### config.mk
export PLATFORM = sky130hd
export DESIGN_NAME = nes_pad_reader
export DESIGN_NICKNAME = d
export VERILOG_FILES = /design/src/rtl/nes_pad_reader_pkg.sv /design/src/rtl/nes_dir_tracker.sv /design/src/rtl/nes_pad_reader.sv
export SDC_FILE = /design/constraint.sdc
export NUM_CORES = 1
export LEC_CHECK = 0
export ABC_AREA = 0
export ABC_CLOCK_PERIOD_IN_PS = 4000
export CORE_ASPECT_RATIO = 1.1
export CORE_MARGIN = 2
export CORE_UTILIZATION = 62
export CTS_CLUSTER_DIAMETER = 200
export DETAILED_ROUTE_END_ITERATION = 16
export PLACE_DENSITY_LB_ADDON = 0.05
export SYNTH_ARGS = -nofsm -noshare
export SYNTH_HDL_FRONTEND = slang
export SYNTH_SLANG_ARGS = --single-unit
export TNS_END_PERCENT = 20
### constraint.sdc
create_clock -name clk -period 4 [get_ports clk]
set_input_delay 1.2 -clock clk [delete_from_list [all_inputs] [get_ports clk]]
set_output_delay 1.2 -clock clk [all_outputs]
set_load 0.01 [all_outputs]
### src/rtl/nes_pad_reader_pkg.sv
// nes_pad_reader_pkg: codes shared between the gamepad reader and the
// Bomberman movement logic (direction codes, button bit positions) plus the
// reader FSM state encoding and the direction priority helper.
package nes_pad_reader_pkg;

    // Current-direction codes consumed by the movement logic
    localparam logic [1:0] CD_U = 2'b00;
    localparam logic [1:0] CD_R = 2'b01;
    localparam logic [1:0] CD_D = 2'b10;
    localparam logic [1:0] CD_L = 2'b11;

    // Bit positions inside the button byte, in pad shift order
    localparam int BTN_A      = 0;
    localparam int BTN_B      = 1;
    localparam int BTN_SELECT = 2;
    localparam int BTN_START  = 3;
    localparam int BTN_UP     = 4;
    localparam int BTN_DOWN   = 5;
    localparam int BTN_LEFT   = 6;
    localparam int BTN_RIGHT  = 7;

    // Reader FSM states
    localparam logic [2:0] ST_IDLE  = 3'd0;
    localparam logic [2:0] ST_LATCH = 3'd1;
    localparam logic [2:0] ST_LOW   = 3'd2;
    localparam logic [2:0] ST_HIGH  = 3'd3;
    localparam logic [2:0] ST_DONE  = 3'd4;

    // Picks one direction out of a set indexed by direction code,
    // priority Up > Right > Down > Left. Only meaningful for a non-empty set.
    function automatic logic [1:0] pick_dir(input logic [3:0] dirs);
        logic [1:0] code;
        code = CD_L;
        if (dirs[CD_D]) code = CD_D;
        if (dirs[CD_R]) code = CD_R;
        if (dirs[CD_U]) code = CD_U;
        return code;
    endfunction

endpackage

### src/rtl/nes_dir_tracker.sv
// nes_dir_tracker: turns a button byte into masked direction holds and the
// current-direction code. Everything updates only on the valid strobe.
// Opposite directions pressed together cancel each other out.
module nes_dir_tracker
    import nes_pad_reader_pkg::*;
(
    input  logic       clk,
    input  logic       reset,
    input  logic [7:0] buttons_i,
    input  logic       valid_i,
    output logic       L_o,
    output logic       R_o,
    output logic       U_o,
    output logic       D_o,
    output logic [1:0] cd_o
);

    // Held directions indexed by direction code (bit CD_U is Up, etc.)
    logic [3:0] held_q, held_d;
    logic [3:0] fresh;
    logic [1:0] cd_q, cd_d;
    logic       unusedButtons;

    assign unusedButtons = ^buttons_i[BTN_START:BTN_A];

    // Mask opposite pairs, then pick the new direction: a freshly pressed
    // one wins, otherwise fall back to another held one if ours was released
    always_comb begin
        held_d       = '0;
        held_d[CD_U] = buttons_i[BTN_UP]    & ~buttons_i[BTN_DOWN];
        held_d[CD_D] = buttons_i[BTN_DOWN]  & ~buttons_i[BTN_UP];
        held_d[CD_L] = buttons_i[BTN_LEFT]  & ~buttons_i[BTN_RIGHT];
        held_d[CD_R] = buttons_i[BTN_RIGHT] & ~buttons_i[BTN_LEFT];
        fresh        = held_d & ~held_q;
        cd_d         = cd_q;
        if (|fresh) begin
            cd_d = pick_dir(fresh);
        end else if (!held_d[cd_q] && (|held_d)) begin
            cd_d = pick_dir(held_d);
        end
    end

    // Register the masked holds and direction code on each completed read
    always_ff @(posedge clk) begin
        if (reset) begin
            held_q <= '0;
            cd_q   <= CD_D;
        end else if (valid_i) begin
            held_q <= held_d;
            cd_q   <= cd_d;
        end
    end

    assign U_o  = held_q[CD_U];
    assign R_o  = held_q[CD_R];
    assign D_o  = held_q[CD_D];
    assign L_o  = held_q[CD_L];
    assign cd_o = cd_q;

endmodule

### src/rtl/nes_pad_reader.sv
// nes_pad_reader: polls a NES serial gamepad at a fixed rate, deserialises
// its 8 active-low button bits and feeds the direction tracker.
// Optional macro DEBOUNCE_EN: a button bit only changes once two consecutive
// completed reads agree on it.
module nes_pad_reader
    import nes_pad_reader_pkg::*;
#(
    parameter int unsigned POLL_DIV  = 1666667,
    parameter int unsigned LATCH_CYC = 1200,
    parameter int unsigned HALF_BIT  = 600
)(
    input  logic       clk,
    input  logic       reset,
    input  logic       ctrl_data,
    output logic       ctrl_latch,
    output logic       ctrl_clk,
    output logic [7:0] buttons,
    output logic       L,
    output logic       R,
    output logic       U,
    output logic       D,
    output logic [1:0] cd,
    output logic       btn_valid
);

    localparam int unsigned PW   = $clog2(POLL_DIV);
    localparam int unsigned TMAX = (LATCH_CYC > HALF_BIT) ? LATCH_CYC : HALF_BIT;
    localparam int unsigned TW   = $clog2(TMAX + 1);

    logic [PW-1:0] pollCnt_q;
    logic          pollTick;
    logic [1:0]    sync_q;
    logic          dataSync;
    logic [2:0]    state_q, state_d;
    logic [TW-1:0] phase_q, phase_d;
    logic [2:0]    bitIdx_q, bitIdx_d;
    logic [7:0]    shift_q, shift_d;
    logic          latch_q, sclk_q;
    logic [7:0]    buttons_q;
    logic [7:0]    newButtons;
    logic          valid_q;
    logic          doneStrobe;

    assign pollTick   = (pollCnt_q == PW'(POLL_DIV - 1));
    assign dataSync   = sync_q[1];
    assign doneStrobe = (state_q == ST_DONE);

    // Free-running poll timer; reads never pause it
    always_ff @(posedge clk) begin
        if (reset || pollTick) begin
            pollCnt_q <= '0;
        end else begin
            pollCnt_q <= pollCnt_q + PW'(1);
        end
    end

    // Two-flop synchroniser for the asynchronous pad data line
    always_ff @(posedge clk) begin
        if (reset) begin
            sync_q <= 2'b11;
        end else begin
            sync_q <= {sync_q[0], ctrl_data};
        end
    end

    // Latch pulse, then eight low/high clock phases sampling at the end of each low
    always_comb begin
        state_d  = state_q;
        phase_d  = phase_q + TW'(1);
        bitIdx_d = bitIdx_q;
        shift_d  = shift_q;
        case (state_q)
            ST_IDLE: begin
                phase_d = '0;
                if (pollTick) state_d = ST_LATCH;
            end
            ST_LATCH: begin
                if (phase_q == TW'(LATCH_CYC - 1)) begin
                    phase_d  = '0;
                    bitIdx_d = '0;
                    state_d  = ST_LOW;
                end
            end
            ST_LOW: begin
                if (phase_q == TW'(HALF_BIT - 1)) begin
                    phase_d           = '0;
                    shift_d[bitIdx_q] = ~dataSync;
                    state_d           = (bitIdx_q == 3'd7) ? ST_DONE : ST_HIGH;
                end
            end
            ST_HIGH: begin
                if (phase_q == TW'(HALF_BIT - 1)) begin
                    phase_d  = '0;
                    bitIdx_d = bitIdx_q + 3'd1;
                    state_d  = ST_LOW;
                end
            end
            ST_DONE: begin
                phase_d = '0;
                state_d = ST_IDLE;
            end
            default: begin
                phase_d = '0;
                state_d = ST_IDLE;
            end
        endcase
    end

    // FSM state plus glitch-free registered pad strobes
    always_ff @(posedge clk) begin
        if (reset) begin
            state_q  <= ST_IDLE;
            phase_q  <= '0;
            bitIdx_q <= '0;
            shift_q  <= '0;
            latch_q  <= 1'b0;
            sclk_q   <= 1'b0;
        end else begin
            state_q  <= state_d;
            phase_q  <= phase_d;
            bitIdx_q <= bitIdx_d;
            shift_q  <= shift_d;
            latch_q  <= (state_d == ST_LATCH);
            sclk_q   <= (state_d == ST_HIGH);
        end
    end

`ifdef DEBOUNCE_EN
    logic [7:0] hist_q;

    assign newButtons = (~(shift_q ^ hist_q) & shift_q) | ((shift_q ^ hist_q) & buttons_q);

    // Remember the previous raw read so single-read glitches are ignored
    always_ff @(posedge clk) begin
        if (reset) begin
            hist_q <= '0;
        end else if (doneStrobe) begin
            hist_q <= shift_q;
        end
    end
`else
    assign newButtons = shift_q;
`endif

    // Publish the new button byte and the valid pulse together
    always_ff @(posedge clk) begin
        if (reset) begin
            buttons_q <= '0;
            valid_q   <= 1'b0;
        end else begin
            valid_q <= doneStrobe;
            if (doneStrobe) buttons_q <= newButtons;
        end
    end

    nes_dir_tracker u_dirTracker (
        .clk       (clk),
        .reset     (reset),
        .buttons_i (newButtons),
        .valid_i   (doneStrobe),
        .L_o       (L),
        .R_o       (R),
        .U_o       (U),
        .D_o       (D),
        .cd_o      (cd)
    );

    assign ctrl_latch = latch_q;
    assign ctrl_clk   = sclk_q;
    assign buttons    = buttons_q;
    assign btn_valid  = valid_q;

endmodule

==> out/results.ini <==
[status]
outcome=finished clean

[critical_path]
cp-startpoint=u_dirTracker.cd_o[1]
worstReg2RegEnd=newButtons[7]
worst_setup_path_end_kind=primary output
path_cells=clkdlybuf4s50_1
worst-path-buf-inv=1
rr_startpoint=phase_q[0]
rrSetupSlack_ns=1.65
crit_required_ns=2.80
reg2reg_depth=6
slowest_delay_ns=0.57
cp_max_fo=7
cpLargestDelayFamily=buffers and inverters
path_class=flip-flop to primary output
path_depth=1
slowest_stage=clkdlybuf4s50_1
crit_path_end=cd[1]
worstPathArrival_ns=1.35
start_kind=flip-flop

[power]
combPwrFrac_pct=2.1
power_frac_clock_pct=47.5
power_density_nw_per_um2=395
max-vdd-ir-drop_mv=0.293
pwr-share-seq_pct=50.3
intPower_uw=1020
p_leak_uw=0.00114
switching_share_pct=22.1
power.switching_uw=289

[route]
viasPerCell=5.60
antenna_left=0
drt_iter0_markers=118
first_pass_iters=4
wire_per_inst_um=13.0
wl_um=5440
route.detailed.drc=0
via_count=2348

[cells_and_area]
nNetsFinal=366
layout-drive-gt1-share_pct=6.89
fin_util_pct=72.8
final_cell_mix=65 x dfxtp_1, 59 x nor2_1, 31 x nand2_1, 23 x a21oi_1, 20 x xor2_1
num_antenna_cells=0
fillers=384
syn_to_final_growth_pct=15.3
finalNonFillerCells=419
multiInputGateArea_um2=1500
final_common_cell=dfxtp_1
regArea_um2=1300

[die]
start_util_pct=63.2
ioPinCount=20
fp.coreArea_um2=4550
die_y_um=75.4
row_count=26
die-area_um2=5200
dieWidth_um=68.9

[cts]
post_cts_resized=0
cts.sinks=65
cts_root_buf=clkbuf_8
cts_buffers=9
htreeDepth=3
hold_buffers=0
cts_tree=built
cts.path.max_buffers=2
clock_latency_ns=0.35
cts_setup_buffers=0
path_clk_slew_ns=0.07

[worst_hold_path]
holdPathStages=1
worstHoldPathType=flip-flop to flip-flop

[logic_synthesis]
yosysSeqAreaShare_pct=45.2
syn_inst=338
avgSynthCellArea_um2=8.51
syn-num-nets=346
ys_ff_latch=65
synth_area_um2=2880
yosys_warnings=0
synth_cell_types=40

[global_routing]
grt_max_degree=23
grt_antenna_before_repair=0
track_usage_pct=23.6
grt-ovfl-total=0
first_global_vias=2075
grt_pass1_wl_um=9120

[timing]
finalHoldViolations=0
rsz0062_at_grt=false
fin_skew_ns=0.0105
worst_slew_pin_slew_ns=0.744
period_minus_slack_ns=2.55
fin_tns_setup_ns=0
layout_setup_ws_ns=1.45
setup_viol=0
timing.final.crit_share_pct=63.8
max_slew_margin_pct=50.1
finalMaxSlewViolations=0
max_freq_mhz=392
whs_ns=0.408

[run]
drv_cap=0

[placed_design]
hpwl_um=3720
io_buffers=19
pre_cts_ws_ns=1.12
place_inst=403
gp_congestion=0.869

-- cells in the mapped netlist --
master | n | share of area, %
nand4bb_1 | 3 | 1.2
and4_2 | 1 | 0.35
xor2_1 | 20 | 6.1
a31oi_1 | 3 | 0.65
or2_2 | 5 | 1.1
xnor2_1 | 8 | 2.4
dfxtp_1 | 65 | 45
a22o_1 | 1 | 0.30
o21ai_0 | 7 | 1.2
nor2b_1 | 5 | 1.1
nor4_1 | 2 | 0.43
nand3_1 | 15 | 2.6
and3b_1 | 1 | 0.30
ha_1 | 5 | 2.2
a2bb2oi_1 | 1 | 0.30
clkbuf_1 | 10 | 1.3
nor4_4 | 1 | 0.74
nand4_1 | 10 | 2.2
nor4b_1 | 3 | 0.91
or4_1 | 3 | 0.78
and4_1 | 3 | 0.91
and3_1 | 7 | 1.5
nand2b_1 | 9 | 2.0
o21a_1 | 1 | 0.26
buf_6 | 2 | 0.78
a22oi_1 | 2 | 0.52
o21bai_1 | 1 | 0.26
a211oi_1 | 1 | 0.26
a311oi_1 | 4 | 1.2
mux2i_1 | 1 | 0.35
o22ai_1 | 2 | 0.43
nor3_1 | 9 | 1.6
or3_1 | 6 | 1.3
nand2_1 | 31 | 4.0
a21oi_1 | 23 | 4.0
inv_1 | 4 | 0.52
nor3b_1 | 2 | 0.52
and2_1 | 1 | 0.22
nand3b_1 | 1 | 0.26
nor2_1 | 59 | 7.7
-- metrics by stage --
stage	instance area [um2]	power, uW
floorplan	2880	690
global placement	3090	702
detailed placement	3090	703
CTS	3320	1330
global route	3320	1350
finish	3320	1310
-- routing by layer --
metal | vias up | global-route usage, % | routed length, um
met1 | 1090 | 29.1 | 2530
li1 | 1216 | - | -
met2 | 35 | 39.1 | 2620
met4 | 0 | 8.06 | 79
met3 | 7 | 7.53 | 202
met5 | - | 0 | 0
-- how the worst min path moves through the flow --
stage,from,endpoint,slack [ns]
after floorplan,sync_q[0],sync_q[1],0.39
final,sync_q[0],sync_q[1],0.41
after global routing,sync_q[0],sync_q[1],0.46
after global placement,sync_q[0],sync_q[1],0.39
after CTS,sync_q[0],sync_q[1],0.41
after detailed placement,sync_q[0],sync_q[1],0.40
-- registers in the layout, summed over array words and instances, names as in the netlist, 2 cells and up --
signal	flops
bitIdx_q	3
buttons	8
phase_q	11
u_dirTracker.cd_o	2
state_q	3
newButtons	8
u_dirTracker.held_q	4
pollCnt_q	21
sync_q	2
-- cell type report --
cell class	instances	area share (%)
inverter	4	0.453
clock buffer	9	3.73
tap	56	2.11
clock inverter	7	3.06
sequential	65	39.2
multi-input combinational	257	45.2
timing repair buffer	21	6.19
-- power groups by stage --
stage | Clock [uW] | Combinational [uW] | Sequential (uW)
finish | 623 | 27.7 | 660
global route | 662 | 31.5 | 661
CTS | 638 | 28.2 | 660
detailed placement | 0 | 28.0 | 675
global placement | 0 | 27.4 | 674
floorplan | 0 | 16.3 | 674
-- cell families (layout without fill, tap and decap cells) --
| kind of cell | count (synthesis) | after routing | share of synthesized area (%) |
|---|---|---|---|
| compound gates | 46 | 46 | 9.44 |
| xor+xnor | 28 | 28 | 8.53 |
| buf+inv | 16 | 41 | 2.61 |
| flops | 65 | 65 | 45.2 |
| mux | 1 | 1 | 0.348 |
| simple gates | 177 | 177 | 31.7 |
| fa+ha+maj | 5 | 5 | 2.17 |
Power figures use the tool's default switching activity.
